[src/rtl/imm_decode_stage.sv]
// imm_decode_stage: registered IF/ID stage with RV32I/RV64I immediate decode and a 2-entry skid buffer
module imm_decode_stage #(
    parameter int XLEN = 32,
    parameter int PC_W = 32
) (
    input  logic            clk,
    input  logic            rst_n,
    input  logic            flush,
    input  logic            in_valid,
    output logic            in_ready,
    input  logic [31:0]     in_inst,
    input  logic [PC_W-1:0] in_pc,
    output logic            out_valid,
    input  logic            out_ready,
    output logic [31:0]     out_inst,
    output logic [PC_W-1:0] out_pc,
    output logic [XLEN-1:0] out_imm,
    output logic [2:0]      out_fmt,
    output logic            out_illegal
);
    typedef enum logic [1:0] {EMPTY, ONE, FULL} state_t;
    typedef struct packed {
        logic [31:0]     inst;
        logic [PC_W-1:0] pc;
        logic [XLEN-1:0] imm;
        logic [2:0]      fmt;
        logic            illegal;
    } entry_t;
    state_t state, state_nx;
    entry_t in_e, m, s;
    logic [2:0] fmt;
    logic signed [31:0] raw;
    logic accept, drain;
    always_comb begin
        fmt = 3'd7;
        case (in_inst[6:0])
            7'b0000011, 7'b0010011, 7'b1100111, 7'b0001111, 7'b1110011: fmt = 3'd1;
            7'b0011011: fmt = XLEN == 64 ? 3'd1 : 3'd7;
            7'b0100011: fmt = 3'd2;
            7'b1100011: fmt = 3'd3;
            7'b0110111, 7'b0010111: fmt = 3'd4;
            7'b1101111: fmt = 3'd5;
            7'b0110011: fmt = 3'd0;
            7'b0111011: fmt = XLEN == 64 ? 3'd0 : 3'd7;
            default: fmt = 3'd7;
        endcase
        raw = fmt == 3'd1 ? {{20{in_inst[31]}}, in_inst[31:20]}
            : fmt == 3'd2 ? {{20{in_inst[31]}}, in_inst[31:25], in_inst[11:7]}
            : fmt == 3'd3 ? {{19{in_inst[31]}}, in_inst[31], in_inst[7], in_inst[30:25], in_inst[11:8], 1'b0}
            : fmt == 3'd4 ? {in_inst[31:12], 12'b0}
            : fmt == 3'd5 ? {{11{in_inst[31]}}, in_inst[31], in_inst[19:12], in_inst[20], in_inst[30:21], 1'b0}
            : '0;
        in_e = '{inst: in_inst, pc: in_pc, imm: XLEN'(raw), fmt: fmt, illegal: fmt == 3'd7};
    end
    assign out_valid = state != EMPTY;
    assign accept = in_valid & in_ready;
    assign drain = out_valid & out_ready;
    assign out_inst = m.inst;
    assign out_pc = m.pc;
    assign out_imm = m.imm;
    assign out_fmt = m.fmt;
    assign out_illegal = m.illegal;
    always_comb begin
        state_nx = state;
        case (state)
            EMPTY: state_nx = accept ? ONE : EMPTY;
            ONE: state_nx = accept && !drain ? FULL : drain && !accept ? EMPTY : ONE;
            FULL: state_nx = drain ? ONE : FULL;
            default: state_nx = EMPTY;
        endcase
        if (flush) state_nx = EMPTY;
    end
    always_ff @(posedge clk or negedge rst_n) begin
        if (!rst_n) begin
            state <= EMPTY;
            in_ready <= 1'b1;
            m <= '0;
            s <= '0;
        end else begin
            state <= state_nx;
            in_ready <= state_nx != FULL;
            if (state == FULL && drain) m <= s;
            else if (accept && (state == EMPTY || drain)) m <= in_e;
            if (accept && state == ONE && !drain) s <= in_e;
        end
    end
endmodule

[config.mk]
export PLATFORM = sky130hd
export DESIGN_NAME = imm_decode_stage
export DESIGN_NICKNAME = d
export VERILOG_FILES = /design/src/rtl/imm_decode_stage.sv
export SDC_FILE = /design/constraint.sdc
export NUM_CORES = 1
export LEC_CHECK = 0
export BUFFER_PORTS_ARGS = -buffer_cell sky130_fd_sc_hd__buf_2
export CORE_MARGIN = 2
export CORE_UTILIZATION = 35
export CTS_BUF_LIST = sky130_fd_sc_hd__clkbuf_4 sky130_fd_sc_hd__clkbuf_8 sky130_fd_sc_hd__clkbuf_16
export CTS_CLUSTER_DIAMETER = 60
export DETAILED_ROUTE_END_ITERATION = 10
export HOLD_SLACK_MARGIN = 0.03
export SYNTH_ARGS = -nofsm -noshare
export SYNTH_HDL_FRONTEND = slang
export SYNTH_SLANG_ARGS = --single-unit
[constraint.sdc]
create_clock -name clk -period 3.5 [get_ports clk]
set_input_delay 0.525 -clock clk [delete_from_list [all_inputs] [get_ports clk]]
set_output_delay 0.525 -clock clk [all_outputs]
set_load 0.01 [all_outputs]
# Word-level counts from Yosys, hierarchy flattened
# Index checks and enable logic that the tools add are counted.
# word_totals
reg_bits	203
elab_cells	62
inputBits	69
output_inout_bits	102
# op_classes
bitwise_logic	2
n_reduce_logical	14
muxes	14
eq_ne	20
# op_table
op	n
100-bit 2-to-1 mux	2
32-bit 2-to-1 mux	5
7-bit equality test, second input constant	4
7-bit by 6-bit equality test with 1-bit output, second input constant	3
3-bit case mux with 6 select lines	1
7-bit by 5-bit equality test with 1-bit output, second input constant	2
3-bit equality test, second input constant	3
7-bit by 2-bit equality test with 1-bit output, second input constant	1
7-bit by 4-bit equality test with 1-bit output, second input constant	1
3-bit by 2-bit equality test with 1-bit output, second input constant	2
1-bit logical AND	6
2-bit 2-to-1 mux	3
2-bit case mux with 3 select lines	1
5-bit OR reduction	1
2-bit nonzero test	2
3-bit by 1-bit equality test with 1-bit output, second input constant	1
1-bit bitwise AND	2
2-bit by 1-bit equality test with 1-bit output, second input constant	1
2-bit equality test, second input constant	1
1-bit logical NOT	2
2-bit logical NOT	1
1-bit 2-to-1 mux	2
2-bit != test, second input constant	1
2-bit OR reduction	1
1-bit logical OR	1

# Logic depth before layout (Yosys ltp)
# Gate-level depths: netlist of the first run.
# logic_depth
depth_word	11
mapped_depth	10
depth_no_buf	9

# Least setup slack after synthesis of the first run
# Ideal clock, no wire load.
# synth_path
path_type	flip-flop to flip-flop
startpoint	register in_ready
endpoint	register m, in the netlist out_imm[10]
t_required_ns	3.380
setup_time_ns	0.120
path_buffers	3
stages_incl_launch_ff	9
t_arrival_ns	1.838
synth_period_minus_slack_ns	1.958
slack_ns	1.542
cell_sequence	dfstp_2 > and2_1 > buf_2 > o21ai_2 > and2_4 > buf_6 > or4_4 > buf_6 > o211a_1
# synth_between
elab_chain_len	3
# synth_rtl
item	line_no	source
start: declaration	10	output logic in_ready,
start signal: assignment	76	in_ready <= 1'b1;
start signal: assignment	81	in_ready <= state_nx != FULL;
1-bit bitwise AND	56	assign accept = in_valid & in_ready;
1-bit logical AND	83	else if (accept && (state == EMPTY || drain)) m <= in_e;
2-bit nonzero test (no line)	--	
end signal: assignment	82	if (state == FULL && drain) m <= s;
end signal: assignment	83	
end: declaration	30	entry_t in_e, m, s;
# Every way passes these cells.
# A chain may end at the register's enable or synchronous reset.

# Worst setup path in the final report of the first run
# layout_path
startpoint	register state[0]
endpoint	register m, in the netlist out_imm[5]
# layout_between
elab_chain_len	5
word_cells_on_any_way	9
cone_classes	1 x eq/ne; 1 x mux; 1 x bitwise; 6 x reduce/logical
# layout_rtl
item	line_no	source
start: declaration	29	state_t state, state_nx;
start signal: assignment	80	state <= state_nx;
2-bit nonzero test	55	assign out_valid = state != EMPTY;
1-bit bitwise AND	57	assign drain = out_valid & out_ready;
1-bit logical OR	83	
1-bit logical AND	83	
2-bit nonzero test (no line)	--	
# Several ways; a longest one is shown, not always the timed one.

==> flow_summary.toml, run 1 <==
[finish]
regArea_um2 = 5080
drive_gt1_share_pct = 20.3
final_cell_mix = "nand2_1, dfrtp_1, buf_2"
area_growth_pct = 20.7
nFillCells = 2525
finalNetCount = 1234
layout_commonest_cell = "nand2_1"
multi_input_area_um2 = 3610

[synth]
synth_top_area_share_pct = 55.9
synth_top_cell_by_area = "dfrtp_1"
synth_flop_cell = "dfrtp_1"
synth_area_per_cell_um2 = 8.73
ys_seq_area_share_pct = 56.2
synth-seq-cells = 203
synth_edf_count = 0
syn_nets = 1106
yosys_warnings = 0
yosysUniqueCellTypes = 55
synth_area_leaders = "dfrtp_1, nand2_1, a31oi_1, nor2_1, o21ai_0"
syn_inst = 1036
synthArstFlopShare_pct = 100
netlist_area_um2 = 9040

[timing]
hold_violations = 0
rsz0062_at_grt = "no"
max_slew.worst_pin.slew_ns = 0.905
max-slew-margin-rel_pct = 39.7
fin_tns_setup_ns = 0
setup_viol = 0
whs_ns = 0.0693
timing.final.ws_setup_ns = 1.05
period_share_pct = 70.0
skew_ns = 0.0159
fmax_ghz = 0.408
layout_min_cycle_time_ns = 2.45
slew_viol_final = 0

[cts]
cts_resized = 0
ctsHoldBuffers = 0
ctsLongestPathBuffers = 3
cts_root_buf = "clkbuf_16"
clk_pin_slew_ns = 0.06
clock_latency_ns = 0.51
post_cts_buffers = 0
cts_tree = "done"
htreeDepth = 1
cts_sinks = 203
cts_buffers = 24

[floorplanning]
start_util_pct = 35.8
fp.coreArea_um2 = 25300
die_area_um2 = 27100
fp.dieW_um = 165
ioPinCount = 171
dieHeight_um = 165
rows = 58

[drt]
drt-initial-drc-count = 630
drt-vias-per-instance = 5.13
firstDrtPassIters = 5
wl_per_cell_um = 16.9
vias = 7768
drc = 0
antenna_left = 0
wirelength_um = 25600

[critical_path]
arrival_ns = 2.85
required_ns = 3.90
worstSetupEndpointType = "register"
start_kind = "register"
critical_path_class = "reg2reg"
cp_max_fo = 42

[place]
hpwlAfterDp_um = 16400
pre_cts_ws_ns = 0.949
gp_congestion = 0.822
numPortBuffers = 170

[global_route]
grt_max_degree = 95
overflow = 0
grt.total_usage_pct = 18.8
first_global_vias = 7277
antenna_found_initial = 4
grt_pass1_wl_um = 40300

[min_path]
min_path_type = "in2async"

[power]
power_density_nw_per_um2 = 629
p_leak_nw = 5.25
ir_worst_vdd_uv = 359

[job]
max-cap-violations = 0

[outcome]
outcome = "finished, final reports clean"
[per-stage QoR]
stage | util [%] | power, mW | cell area, µm² | instances
final | 43.2 | 6.87 | 10900 | 1514
after global routing | 43.2 | 7.26 | 10900 | 1514
after CTS | 43.2 | 6.94 | 10900 | 1511
after detailed placement | 40.0 | 4.41 | 10100 | 1468
after global placement | 40.0 | 4.37 | 10100 | 1468
after floorplan | - | 3.88 | 9040 | 1036
[logic make-up (layout without fill, tap and decap cells)]
logic type / count (synthesis) / count (layout) / share of synthesized area (%)
compound gates: 220 / 220 / 15.4
fa+ha+maj: 1 / 1 / 0.138
buf+inv: 83 / 228 / 4.21
flops: 203 / 203 / 56.2
mux: 2 / 2 / 0.235
other cells: 0 / 3 / 0
simple gates: 527 / 527 / 23.8
[where the power goes]
part | switching (mW) | internal, mW
combinational | 0.715 | 0.471
clock | 0.977 | 1.54
sequential | 0.284 | 2.88
total | 1.98 | 4.89
[path summary, 6_finish.rpt]
path	startpoint	endpoint	slack (ns)	depth (start not counted)
max	state[0]	out_imm[5]	1.05	4
min	rst_n	s[60]	0.07	1
max reg2reg	state[0]	out_imm[5]	1.05	4
min reg2reg	s[3]	s[3]	0.47	2
max in group asynchronous	rst_n	out_pc[8]	2.52	2
min in group clk	flush	state[0]	0.18	2
[cells in the mapped netlist (2+ instances only)]
library cell  instances
a221oi_1              8
o211a_1               6
nor4b_1               2
nand3b_1              3
and3_1                5
buf_4                 2
o21ai_0              49
nand3_1               8
a211o_1               2
and3b_1               6
o21ai_1               4
o22ai_1               8
nand2_1             372
a22o_1                6
buf_1                 5
and2_1                7
nand2b_1              3
inv_1                 4
nor2b_1               4
o211ai_1              2
nor2_1              100
a21boi_0              8
dfrtp_1             202
a211oi_1              3
a211oi_2              2
a21oi_1              34
clkbuf_1             48
a2111oi_0             2
buf_2                19
nor3_1                6
a22oi_1               6
o31ai_1               2
and2_4                2
buf_6                 5
o22a_1                2
a31oi_1              70
[sequential cells by signal, summed over array words and instances (netlist names)]
| register | cells |
|---|---|
| out_fmt | 3 |
| state | 2 |
| out_illegal | 1 |
| out_imm | 32 |
| in_ready | 1 |
| s | 100 |
| out_pc | 32 |
| out_inst | 32 |
[routing by layer]
layer  GRT usage, %  wire length (µm)  up-vias
li1               -                 -     3740
met1           27.2             11800     3751
met2           29.5             11800      234
met3           3.06              1500       41
met4           4.98               524        2
met5              0                11        -
[final cells by class]
class | instances | share of cell area (%)
Antenna cell | 3 | 0.0688
Clock buffer | 37 | 6.79
Clock inverter | 6 | 0.630
Inverter | 4 | 0.138
Multi-Input combinational cell | 750 | 33.1
Sequential cell | 203 | 46.5
Tap cell | 330 | 3.78
Timing Repair Buffer | 181 | 8.98
[critical path, cell delays in order, from the launching register on]
cell and delay (ns):
dfrtp_1 0.49, nand3b_4 0.57, and2_4 0.49, or4_4 0.61
o211a_1 0.16
(Power assumes the default switching activity.)
==> run 2: changes to the inputs <==
- ABC_AREA: default -> 1
- clock period: 3.5 -> 2.3 ns (I/O delays scaled with it)
==> run 2 against run 1 <==
Compared with the run above:
- critical path depth up 3
- global-route usage down 0.058 points
- clock power up 62%
- sequential share of layout area down 2.0 points
- wire length up 1.2%
- synthesized area up 1.6%
- maximum frequency up 34%
- flip-flop and latch count unchanged
- via count up 4.5%
==> flow_summary.toml, run 2 <==
[synth]
synth_edf_count = 0
synthArstFlopShare_pct = 100
synth-seq-cells = 203
netlist_area_um2 = 9180
syn_inst = 1137
yosysUniqueCellTypes = 27
synth_flop_cell = "dfrtp_1"
synth_top_area_share_pct = 55.0
yosys.cell_count.top_type = "nand2_1"
syn_nets = 1207
synth_area_per_cell_um2 = 8.08
ys_seq_area_share_pct = 55.3
yosys_warnings = 0
synth_area_leaders = "dfrtp_1, nand2_1, a21oi_1, nor2_1, o21ai_0"
synth_top_cell_by_area = "dfrtp_1"
synth_common_cells = "nand2_1, dfrtp_1, nor2_1"

[timing]
fin_tns_setup_ns = 0
hold_violations = 0
fmax_ghz = 0.547
max_slew.worst_pin.slew_ns = 0.638
timing.final.ws_setup_ns = 0.473
max-slew-margin-rel_pct = 57.4
layout_min_cycle_time_ns = 1.83
skew_ns = 0.0114
slew_viol_final = 0
period_share_pct = 79.4
rsz0062_at_grt = "no"
setup_viol = 0

[cts]
clock_latency_ns = 0.52
post_cts_buffers = 0
cts_buffers = 24
cts_sinks = 203
ctsLongestPathBuffers = 3
clk_pin_slew_ns = 0.06
cts_root_buf = "clkbuf_16"
cts_resized = 0
ctsHoldBuffers = 9
cts_tree = "done"
htreeDepth = 1

[critical_path]
path_cells = "or2_1 > nand2_1 > nand2_4 > inv_2 > buf_12 > nor2_1 > a21oi_1"
ff2ff_path_depth = 7
cp_slowest_cell = "dfrtp_1"
crit_family = "simple AND/OR/NAND/NOR gates"
cp_slowest_stage_delay_ns = 0.40
critPathBufInv = 2
worstSetupEndpointType = "register"
rr_startpoint = "state[1]"
reg2reg_to = "out_pc[16]"
critical_path_class = "reg2reg"
crit_path_start = "state[1]"
start_kind = "register"
required_ns = 2.73
arrival_ns = 2.25
cp_max_fo = 45
reg2reg_slack_ns = 0.47

[finish]
area_growth_pct = 24.1
regMostFlops = "s"
regArea_um2 = 5080
nFillCells = 2605
final_cell_mix = "nand2_1, dfrtp_1, buf_2"
drive_gt1_share_pct = 20.7
multi_input_area_um2 = 3680
stdcell_area_um2 = 11400
largest_register_ffs = 100
final-instance-count-excl-fill = 1648
layout_commonest_cell = "nand2_1"
finalNetCount = 1364

[global_route]
first_global_vias = 7909
grt.total_usage_pct = 18.8
grt_use_met3_pct = 3.74
grt-busiest-layer = "met2"
grt_pass1_wl_um = 42700
grtUsageMet1_pct = 25.9
grt_max_degree = 84
overflow = 0
antenna_found_initial = 4
use_met2_pct = 29.9

[power]
p_leak_nw = 5.82
ir_worst_vdd_uv = 399
power_density_nw_per_um2 = 952
finalPower_mw = 10.9

[place]
hpwlAfterDp_um = 17000
placed_cells = 1594
pre_cts_ws_ns = 0.451
place_area_um2 = 10400
numPortBuffers = 170
gp_congestion = 0.806

[floorplanning]
ioPinCount = 171
fp.coreArea_um2 = 25900
die_area_um2 = 27600
dieHeight_um = 166
rows = 59
start_util_pct = 35.4
fp.dieW_um = 166

[drt]
firstDrtPassIters = 4
drt-vias-per-instance = 4.92
antenna_left = 0
vias = 8115
wl_per_cell_um = 15.7
drc = 0
drt-initial-drc-count = 515
wirelength_um = 25900

[min_path]
whs_endpoint = "s[49]"
holdPathStages = 3
min_path_type = "in2reg"
worstHoldStart = "in_pc[13]"

[outcome]
outcome = "finished, final reports clean"

[job]
max-cap-violations = 0
[run 2: cell count changes in the layout (fill, tap and decap cells not counted), sizes merged, moves of 24 or more]
cell	change
a21oi	+92
nor2	+75
a31oi	-43
nand3	+40
inv	+29
nand2	+24
[run 2: worst register-to-register path, stage by stage, from the launching register on]
cell	delay, ns
dfrtp_1	0.40
or2_1	0.28
nand2_1	0.12
nand2_4	0.17
inv_2	0.27
buf_12	0.27
nor2_1	0.09
a21oi_1	0.14
[run 2: cell type report]
| class | count | area share, % |
|---|---|---|
| Clock buffer | 33 | 6.18 |
| Tap cell | 335 | 3.68 |
| Clock inverter | 10 | 1.36 |
| Inverter | 36 | 1.22 |
| Sequential cell | 203 | 44.6 |
| Antenna cell | 2 | 0.0439 |
| Multi-Input combinational cell | 832 | 32.3 |
| Timing Repair Buffer | 197 | 10.6 |
[run 2: how the worst max path moves through the flow]
stage               cells after the start  slack, ns      endpoint
detailed placement                     10       0.45    out_fmt[0]
finish                                  7       0.47    out_pc[16]
CTS                                     7       0.46    out_pc[16]
global route                            7       0.32  out_inst[14]
global placement                       10       0.49    out_fmt[0]
floorplan                               8       0.80         s[81]
[run 2: metal layers]
| layer | wire, µm | vias to the layer above | share of wire, % |
|---|---|---|---|
| li1 | - | 3977 | - |
| met1 | 12100 | 3884 | 46 |
| met2 | 11800 | 205 | 45 |
| met3 | 1400 | 47 | 5.4 |
| met4 | 711 | 2 | 2.7 |
| met5 | 13 | - | 0.050 |
[run 2: kinds of logic (layout without fill, tap and decap cells)]
family | count (synthesis) | after routing | synth area share, %
adder cells (fa/ha/maj) | 1 | 1 | 0.136
other | 0 | 2 | 0
AO/OA/AOI/OAI | 206 | 206 | 11.6
AND/OR/NAND/NOR | 625 | 625 | 28.1
buffers and inverters | 102 | 276 | 4.84
flip-flops | 203 | 203 | 55.3
[run 2: report_power, final]
group / total, mW / switching (mW) / leakage, nW / internal, mW
Clock: 4.09 / 1.51 / 0.425 / 2.59
Combinational: 1.88 / 1.12 / 2.91 / 0.753
Sequential: 4.88 / 0.465 / 2.48 / 4.42
Total: 10.9 / 3.10 / 5.82 / 7.76
[run 2: through the flow]
stage               util [%]  hold WS, ns
finish                  44.0       0.0464
global route            44.0       0.0392
floorplan                  -       0.0494
global placement        40.3        0.286
detailed placement      40.3        0.286
CTS                     44.0       0.0300
==> run 3: changes to the inputs <==
- clock period: 2.3 -> 1.5 ns (I/O delays scaled with it)
==> run 3 against run 2 <==
Compared with the run above:
- the flow now finishes with violations (negative setup slack)
- utilization is 6.4 points higher
- via count is 7.3% higher
- combinational power is 96% higher
- register-to-register slack worse by 0.61 ns
- worst setup slack worse by 0.63 ns
- largest power group unchanged
- highest routed layer is now met4
==> flow_summary.toml, run 3 (synthesis results as in run 2) <==
[power]
power_density_nw_per_um2 = 1280
combPwrFrac_pct = 22.1
swShare_pct = 30.0
p_switching_mw = 5.01
p_clk_share_pct = 32.8
finalPower_mw = 16.7
ir_worst_vdd_uv = 670
p_int_mw = 11.7
p_seq_share_pct = 45.1
p_leak_nw = 6.54

[critical_path]
critPathBufInv = 2
cp_slowest_stage_delay_ns = 0.39
cp_max_fo = 3
critical_path_class = "reg2out"
required_ns = 1.27
crit_family = "flip-flops"
reg2reg_slack_ns = -0.14
cp_common_cell = "buf_6"
rr_startpoint = "state[1]"
path_cells = "or2_1 > buf_6 > buf_6"
start_kind = "register"
crit_path_start = "state[1]"
arrival_ns = 1.43
worstSetupEndpointType = "output pin"
cp_slowest_cell = "dfrtp_1"

[timing]
skew_ns = 0.0167
hold_violations = 0
fmax_ghz = 0.605
max-slew-margin-rel_pct = 74.3
slew_viol_final = 0
layout_min_cycle_time_ns = 1.65
period_share_pct = 110
rsz0062_at_grt = "yes"
fin_tns_setup_ns = -8.81
timing.final.ws_setup_ns = -0.152
max_slew.worst_pin.slew_ns = 0.386
setup_viol = 101

[finish]
regMostFlops = "s"
nFillCells = 2412
regArea_um2 = 5080
finalNetCount = 1486
area_growth_pct = 42.2
multi_input_area_um2 = 3920
fin_util_pct = 50.4
largest_register_ffs = 100
drive_gt1_share_pct = 27.6
final_cell_mix = "nand2_1, dfrtp_1, buf_2"
layout_commonest_cell = "nand2_1"

[drt]
vias = 8709
drc = 0
drt-initial-drc-count = 594
wirelength_um = 29700
drt-vias-per-instance = 4.94
wl_per_cell_um = 16.9
antenna_left = 0
firstDrtPassIters = 6

[global_route]
first_global_vias = 8410
overflow = 0
antenna_found_initial = 1
grt_pass1_wl_um = 45500
grt.total_usage_pct = 20.1
grt_max_degree = 58

[floorplanning]
die_area_um2 = 27600
ioPinCount = 171
dieHeight_um = 166
fp.dieW_um = 166
start_util_pct = 35.4
fp.coreArea_um2 = 25900
rows = 59

[outcome]
outcome = "complete, but fails checks"
violations = "negative setup slack"

[min_path]
min_path_type = "in2reg"
worstHoldStart = "in_inst[22]"

[cts]
cts_root_buf = "clkbuf_16"
clk_pin_slew_ns = 0.06
ctsLongestPathBuffers = 3
cts_sinks = 203
htreeDepth = 1
cts_tree = "done"
cts_buffers = 24
clock_latency_ns = 0.52

[place]
hpwlAfterDp_um = 18000
gp_congestion = 0.851
numPortBuffers = 170

[job]
max-cap-violations = 0
-- run 3: changes by cell type in the layout (fill, tap and decap cells not counted), moves of 10 or more --
cell           change
a21oi_2           +12
nor2_2            +21
o21ai_0           -10
a21oi_1           -13
dlygate4sd3_1     +50
nand2_1           -11
nor2_1            -27
buf_12            +10
buf_4             +34
-- run 3: routing by layer --
| layer | routed length, µm | track usage [%] | up-vias |
|---|---|---|---|
| li1 | - | - | 4215 |
| met1 | 13200 | 27.7 | 4183 |
| met5 | 0 | 0 | - |
| met2 | 13900 | 32.7 | 263 |
| met3 | 1890 | 4.22 | 48 |
| met4 | 695 | 4.84 | 0 |
-- run 3: cell type report --
type                            instances  share of cell area [%]
Antenna cell                            1                  0.0192
Clock buffer                           31                    5.05
Clock inverter                          5                   0.517
Inverter                               36                    1.39
Multi-Input combinational cell        832                    30.0
Sequential cell                       203                    38.9
Tap cell                              335                    3.21
Timing Repair Buffer                  316                    20.7
Timing Repair inverter                  3                   0.239
-- run 3: what timing repair did --
item                                    CTS  global route
hold endpoints to repair                251             0
endpoints found under the setup margin  103           147
hold buffers                             59             0
pin swaps                                 9            14
cloned                                    7            12
gates resized for setup                  40            83
setup buffers                             5             5
-- run 3: power groups by stage --
stage                     logic [mW]  clock network (mW)  registers (mW)
after floorplan                 1.58                   0            7.61
after CTS                       3.39                5.61            7.50
after global placement          2.94                   0            7.54
after global routing            4.10                5.84            7.68
final                           3.69                5.49            7.53
after detailed placement        3.03                   0            7.56
-- run 3: worst register-to-register path: cells and delay by family (launching register included) --
family | cells | cell delay [ns]
buffers and inverters | 4 | 0.57
and+or+nand+nor | 4 | 0.46
DFF | 1 | 0.39
AOI/OAI and AO/OA | 1 | 0.12
-- run 3: through the flow --
stage / cells / cell area [µm²] / setup WS [ns] / hold slack (ns)
after floorplan: 1137 / 9190 / 0.00355 / -0.0706
after global placement: 1638 / 10900 / -0.0534 / 0.193
after detailed placement: 1638 / 10900 / -0.0853 / 0.194
after CTS: 1745 / 12500 / -0.118 / 0.0385
after global routing: 1761 / 13100 / -0.189 / 0.0575
final: 1762 / 13100 / -0.152 / 0.0484
-- run 3: final timing paths --
kind                                endpoint  depth (start not counted)
worst min-delay path                    s[6]                          3
worst min register to register    out_imm[7]                          2
min in group asynchronous              s[94]                          2
worst max register to register  out_inst[13]                          9
worst max-delay path               out_valid                          3
max in group asynchronous         out_pc[20]                          3
